`src/rtl/alu_pkg.sv`:
```
// Shared opcode encodings, flag bit positions and FSM state type for alu_pipe.
package alu_pkg;

  localparam logic [3:0] OP_ADD = 4'h0;
  localparam logic [3:0] OP_SUB = 4'h1;
  localparam logic [3:0] OP_AND = 4'h2;
  localparam logic [3:0] OP_OR  = 4'h3;
  localparam logic [3:0] OP_XOR = 4'h4;
  localparam logic [3:0] OP_NOT = 4'h5;
  localparam logic [3:0] OP_SHL = 4'h6;
  localparam logic [3:0] OP_SHR = 4'h7;
  localparam logic [3:0] OP_SRA = 4'h8;
  localparam logic [3:0] OP_INC = 4'h9;
  localparam logic [3:0] OP_DEC = 4'hA;
  localparam logic [3:0] OP_MOV = 4'hB;
  localparam logic [3:0] OP_MUL = 4'hC;

  localparam int FLG_ZERO  = 0;
  localparam int FLG_CARRY = 1;
  localparam int FLG_NEG   = 2;
  localparam int FLG_OVF   = 3;
  localparam int FLG_ERR   = 4;

  typedef enum logic {
    ST_IDLE = 1'b0,
    ST_MUL  = 1'b1
  } state_t;

endpackage

```
`src/rtl/alu_mul_seq.sv`:
```
// Iterative shift-add unsigned multiplier, one partial product per cycle.
// done is high during the final step; prod_lo/hi_nz then show that step's outcome.
module alu_mul_seq #(
  parameter int WIDTH = 16
) (
  input  logic             clk,
  input  logic             rst_n,
  input  logic             start,
  input  logic [WIDTH-1:0] a,
  input  logic [WIDTH-1:0] b,
  output logic             done,
  output logic [WIDTH-1:0] prod_lo,
  output logic             hi_nz
);

  localparam int CW = $clog2(WIDTH + 1);

  logic [WIDTH-1:0] mcand;
  logic [WIDTH-1:0] acc;
  logic [WIDTH-1:0] mplier;
  logic [CW-1:0]    cnt;

  logic [WIDTH-1:0] addend;
  logic [WIDTH:0]   sum;
  logic [WIDTH-1:0] acc_nxt;
  logic [WIDTH-1:0] mplier_nxt;

  // Multiplier bits retire from the bottom while product bits enter from the top.
  assign addend     = mplier[0] ? mcand : '0;
  assign sum        = {1'b0, acc} + {1'b0, addend};
  assign acc_nxt    = sum[WIDTH:1];
  assign mplier_nxt = {sum[0], mplier[WIDTH-1:1]};

  assign done    = (cnt == CW'(1));
  assign prod_lo = mplier_nxt;
  assign hi_nz   = |acc_nxt;

  always_ff @(posedge clk or negedge rst_n) begin
    if (!rst_n) begin
      mcand  <= '0;
      acc    <= '0;
      mplier <= '0;
      cnt    <= '0;
    end else if (start) begin
      mcand  <= a;
      acc    <= '0;
      mplier <= b;
      cnt    <= CW'(WIDTH);
    end else if (cnt != '0) begin
      acc    <= acc_nxt;
      mplier <= mplier_nxt;
      cnt    <= cnt - CW'(1);
    end
  end

endmodule

```
`src/rtl/alu_pipe.sv`:
```
// Registered ALU with valid/ready handshakes and an iterative multiply.
// state   | meaning
// ST_IDLE | accepting ops; single-cycle results load the output register directly
// ST_MUL  | multiplier stepping; input stalled until the last step lands the result
module alu_pipe
  import alu_pkg::*;
#(
  parameter int WIDTH = 16,
  parameter int SHW   = $clog2(WIDTH)
) (
  input  logic             clk,
  input  logic             rst_n,
  input  logic             in_valid,
  output logic             in_ready,
  input  logic [WIDTH-1:0] a,
  input  logic [WIDTH-1:0] b,
  input  logic [3:0]       s,
  output logic             out_valid,
  input  logic             out_ready,
  output logic [WIDTH-1:0] result,
  output logic [4:0]       flags
);

  state_t state, state_nxt;

  logic             accept;
  logic             is_mul;
  logic             mul_done;
  logic [WIDTH-1:0] mul_lo;
  logic             mul_hi_nz;

  logic [WIDTH-1:0] op2;
  logic [SHW-1:0]   sh;
  logic [WIDTH:0]   add_w, sub_w, shl_w, shr_w, sra_w;
  logic [WIDTH-1:0] alu_res;
  logic             alu_carry, alu_ovf, alu_err;
  logic [4:0]       alu_flags;
  logic [4:0]       mul_flags;

  assign in_ready = (state == ST_IDLE) && (!out_valid || out_ready);
  assign accept   = in_valid && in_ready;
  assign is_mul   = (s == OP_MUL);

  alu_mul_seq #(.WIDTH(WIDTH)) u_mul (
    .clk     (clk),
    .rst_n   (rst_n),
    .start   (accept && is_mul),
    .a       (a),
    .b       (b),
    .done    (mul_done),
    .prod_lo (mul_lo),
    .hi_nz   (mul_hi_nz)
  );

  // Extra bit on each shift result catches the last bit shifted out (0 for amount 0).
  assign op2   = (s == OP_INC || s == OP_DEC) ? WIDTH'(1) : b;
  assign sh    = b[SHW-1:0];
  assign add_w = {1'b0, a} + {1'b0, op2};
  assign sub_w = {1'b0, a} - {1'b0, op2};
  assign shl_w = {1'b0, a} << sh;
  assign shr_w = {a, 1'b0} >> sh;
  assign sra_w = $unsigned($signed({a, 1'b0}) >>> sh);

  always_comb begin
    alu_res   = '0;
    alu_carry = 1'b0;
    alu_ovf   = 1'b0;
    alu_err   = 1'b0;
    case (s)
      OP_ADD, OP_INC: begin
        alu_res   = add_w[WIDTH-1:0];
        alu_carry = add_w[WIDTH];
        alu_ovf   = (a[WIDTH-1] == op2[WIDTH-1]) && (alu_res[WIDTH-1] != a[WIDTH-1]);
      end
      OP_SUB, OP_DEC: begin
        alu_res   = sub_w[WIDTH-1:0];
        alu_carry = ~sub_w[WIDTH];
        alu_ovf   = (a[WIDTH-1] != op2[WIDTH-1]) && (alu_res[WIDTH-1] != a[WIDTH-1]);
      end
      OP_AND: alu_res = a & b;
      OP_OR:  alu_res = a | b;
      OP_XOR: alu_res = a ^ b;
      OP_NOT: alu_res = ~a;
      OP_SHL: begin
        alu_res   = shl_w[WIDTH-1:0];
        alu_carry = shl_w[WIDTH];
      end
      OP_SHR: begin
        alu_res   = shr_w[WIDTH:1];
        alu_carry = shr_w[0];
      end
      OP_SRA: begin
        alu_res   = sra_w[WIDTH:1];
        alu_carry = sra_w[0];
      end
      OP_MOV: alu_res = b;
      OP_MUL: alu_res = '0;
      default: alu_err = 1'b1;
    endcase

    alu_flags            = '0;
    alu_flags[FLG_ZERO]  = (alu_res == '0);
    alu_flags[FLG_CARRY] = alu_carry;
    alu_flags[FLG_NEG]   = alu_res[WIDTH-1];
    alu_flags[FLG_OVF]   = alu_ovf;
    alu_flags[FLG_ERR]   = alu_err;
    if (alu_err) begin
      alu_flags           = '0;
      alu_flags[FLG_ERR]  = 1'b1;
      alu_flags[FLG_ZERO] = 1'b1;
    end
  end

  always_comb begin
    mul_flags            = '0;
    mul_flags[FLG_ZERO]  = (mul_lo == '0);
    mul_flags[FLG_CARRY] = mul_hi_nz;
    mul_flags[FLG_NEG]   = mul_lo[WIDTH-1];
  end

  always_ff @(posedge clk or negedge rst_n) begin
    if (!rst_n) begin
      state <= ST_IDLE;
    end else begin
      state <= state_nxt;
    end
  end

  always_comb begin
    state_nxt = state;
    case (state)
      ST_IDLE: if (accept && is_mul) state_nxt = ST_MUL;
      ST_MUL:  if (mul_done) state_nxt = ST_IDLE;
      default: state_nxt = ST_IDLE;
    endcase
  end

  always_ff @(posedge clk or negedge rst_n) begin
    if (!rst_n) begin
      out_valid <= 1'b0;
      result    <= '0;
      flags     <= '0;
    end else if (accept && !is_mul) begin
      out_valid <= 1'b1;
      result    <= alu_res;
      flags     <= alu_flags;
    end else if (state == ST_MUL && mul_done) begin
      out_valid <= 1'b1;
      result    <= mul_lo;
      flags     <= mul_flags;
    end else if (out_valid && out_ready) begin
      out_valid <= 1'b0;
    end
  end

endmodule

```
`config.mk`:
```
export PLATFORM = sky130hd
export DESIGN_NAME = alu_pipe
export DESIGN_NICKNAME = d
export VERILOG_FILES = /design/src/rtl/alu_pkg.sv /design/src/rtl/alu_mul_seq.sv /design/src/rtl/alu_pipe.sv
export SDC_FILE = /design/constraint.sdc
export NUM_CORES = 1
export LEC_CHECK = 0
export BUFFER_PORTS_ARGS = -buffer_cell sky130_fd_sc_hd__buf_2
export CAP_MARGIN = 20
export CORE_ASPECT_RATIO = 0.8
export CORE_MARGIN = 2
export CORE_UTILIZATION = 54
export DETAILED_ROUTE_END_ITERATION = 8
export PLACE_DENSITY = 0.72
export SYNTH_ARGS = -nofsm -noshare
export SYNTH_HDL_FRONTEND = slang
export SYNTH_SLANG_ARGS = --single-unit
```
`constraint.sdc`:
```
create_clock -name clk -period 7.5 [get_ports clk]
set_input_delay 1.125 -clock clk [delete_from_list [all_inputs] [get_ports clk]]
set_output_delay 1.125 -clock clk [all_outputs]
set_load 0.02 [all_outputs]
```
==> results.py <==
metrics = {
    "status": {
        "status": "finished, final reports clean",
    },
    "global_routing": {
        "track_usage": 0.366,
        "antenna_found_initial": 3,
        "grt_pass1_vias": 8638,
        "grt_pass1_wl_mm": 50.3,
        "grt-ovfl-total": 0,
        "grt_max_degree": 77,
    },
    "die": {
        "dieArea_sq_um": 18100,
        "die_w_um": 150,
        "rows": 42,
        "ios": 63,
        "core_sq_um": 16600,
        "start_util": 0.553,
        "die_h_um": 121,
    },
    "clock_network": {
        "clockBufferDepth": 2,
        "clk_pin_slew_ns": 0.06,
        "ctsHoldBuffers": 0,
        "cts-root-buf": "clkbuf_16",
        "ctsHtreeMaxLevel": 3,
        "numCtsBuffers": 9,
        "cts_tree": "yes",
        "clk-insertion-delay-late_ns": 0.33,
        "cts-resized-gates": 0,
        "clock_sinks": 76,
        "cts_setup_buffers": 0,
    },
    "timing": {
        "maxSlewHeadroom": 0.342,
        "finalSetupViolCount": 0,
        "rsz0062_at_grt": "false",
        "min_period_ns": 5.46,
        "drv_slew": 0,
        "tns_ns": 0,
        "worst_slew_pin_slew_ns": 0.987,
        "max_freq_mhz": 183,
        "clock_skew_ns": 0.00747,
        "finalCritPeriodShare": 0.728,
        "final_hold_viol_count": 0,
    },
    "worst_setup_path": {
        "critical_path.endpoint_type": "register",
        "critical_path_class": "in2reg",
        "cp.arrival_ns": 5.66,
        "critical_path_peak_fanout": 32,
        "worstPathRequired_ns": 7.70,
        "critPathLaunchType": "primary input",
    },
    "cells_and_area": {
        "post-route-util": 0.592,
        "drive_gt1_frac": 0.116,
        "area_growth_pct": 7.02,
        "design_area_sq_um": 9820,
        "nets": 1347,
    },
    "pwr": {
        "ir_worst_vdd_v": 0.000229,
        "powerDensity_nw_per_um2": 246,
        "p_leak_nw": 4.48,
    },
    "synthesis": {
        "synth_edf_count": 0,
        "synth_top_area_share": 0.207,
        "syn_area_sq_um": 9180,
        "ys_warn_count": 0,
        "synth-seq-area-share": 0.207,
        "synthFlopType": "dfrtp_1",
        "ys_ff_latch": 76,
        "avgSynthCellArea_sq_um": 7.62,
        "ys_types": 87,
        "synthArstFlopShare": 1.00,
        "yosys.area.top_type": "dfrtp_1",
        "netlist_top_cells_area": "dfrtp_1, ha_1, nand2_1",
        "synth_fp_nets": 1338,
        "netlist_instances": 1204,
    },
    "place": {
        "io_buffer_count": 62,
        "post_dp_cell_area_sq_um": 9520,
        "gp_congestion": 1.06,
        "hpwl_mm": 24.6,
    },
    "route": {
        "firstDrtPassIters": 5,
        "drt_iter0_markers": 1031,
        "via_per_inst": 6.60,
        "postRouteAntennaNets": 0,
        "vias": 9497,
        "post_drt_wl_per_cell_um": 22.8,
        "drc_errors": 0,
        "routed_wirelength_mm": 32.8,
    },
    "worst_hold_path": {
        "hold_path_class": "reg2reg",
    },
    "flow_run": {
        "drv_cap": 0,
    },
}
-- layout by cell type (no fill, tap or decap), drive strengths merged, types with 6 or more instances in the layout --
cell type and n:
and2 22, nand3 18, nor2b 13, mux2i 24
a21oi 93, nor4 13, xor2 12, nor2 127
ha 91, nand2 153, o221ai 9, a221o 6
a31oi 30, o22ai 7, dfrtp 76, o31ai 7
nand2b 12, nand4 8, nor3 30, buf 75
mux4 10, xnor2 10, o211ai 16, clkbuf 10
a211oi 18, a21o 9, and3 8, inv 70
mux2 24, o21a 11, o21ai 78, a22oi 8
-- synth_stat cells (all sizes together) (24+ instances only) --
library cell  count
a31oi            30
ha               91
dfrtp            76
inv              70
o21ai            78
a21oi            93
nand2           153
buf              27
nor2            127
mux2             24
nor3             30
clkbuf           50
mux2i            24
-- layout make-up --
class                           instances  area, sq um
Antenna cell                            1         2.50
Clock buffer                           10          239
Clock inverter                          5         62.6
Fill cell                            1556         6780
Inverter                               70          263
Multi-Input combinational cell        981         6660
Sequential cell                        76         1900
Tap cell                              220          275
Timing Repair Buffer                   75          418
-- per-stage QoR --
stage               std cells  hold WS, ns  setup slack, ns  total power [mW]
global route             1437        0.492             1.66              2.58
floorplan                1204        0.442             2.17              1.59
CTS                      1437        0.476             2.14              2.40
global placement         1421        0.458             1.86              1.93
finish                   1438        0.472             2.04              2.42
detailed placement       1422        0.463             1.82              1.95
-- where the power goes --
group	total [mW]	leakage (nW)	switching, mW	internal, mW
logic	1.23	3.40	0.761	0.466
clock network	0.439	0.141	0.173	0.266
registers	0.750	0.946	0.151	0.599
total	2.42	4.48	1.09	1.33
-- metal layers --
| metal | vias up | wire [um] | global-route usage |
|---|---|---|---|
| met4 | 2 | 782 | 0.0873 |
| li1 | 4406 | - | - |
| met3 | 65 | 3740 | 0.0853 |
| met5 | - | 8 | 0 |
| met2 | 550 | 13500 | 0.522 |
| met1 | 4474 | 14800 | 0.556 |
-- sequential cells by signal, summed over array words and instances, names as in the netlist --
name	count
result	16
u_mul.acc	16
u_mul.mcand	16
u_mul.mplier	16
flags	5
u_mul.cnt	5
out_valid	1
state	1
-- worst max-delay path: stages --
cell      delay [ns]
buf_2           0.45
xnor2_1         0.17
or3_1           0.58
nand2_1         0.22
ha_1            0.25
inv_1           0.08
fa_1            0.24
nor2_1          0.06
o311ai_0        0.68
a21oi_1         0.15
o41ai_1         0.73
o211ai_1        0.16
a21oi_1         0.19
nor3_1          0.07
o31ai_1         0.39
nand3_1         0.11
-- logic make-up after synthesis --
family	share of synthesized area
AO/OA/AOI/OAI	0.259
multiplexers	0.0814
buffers and inverters	0.0688
adder cells (fa/ha/maj)	0.131
flip-flops	0.207
XOR/XNOR	0.0210
AND/OR/NAND/NOR	0.232
-- worst paths after layout --
check	from	end	slack (ns)	depth (start not counted)
worst max-delay path	s[0]	flags[1]$_DFFE_PN0P_	2.04	16
worst min-delay path	u_mul.mcand[9]$_DFFE_PN0P_	u_mul.mcand[9]$_DFFE_PN0P_	0.47	2
worst max register to register	u_mul.cnt[2]$_DFFE_PN0P_	flags[0]$_DFFE_PN0P_	3.57	8
worst min register to register	u_mul.mcand[9]$_DFFE_PN0P_	u_mul.mcand[9]$_DFFE_PN0P_	0.47	2
max in group asynchronous	rst_n	result[4]$_DFFE_PN0P_	5.90	1
min in group asynchronous	rst_n	u_mul.acc[6]$_DFFE_PN0P_	0.93	1
(Power assumes the default switching activity.)
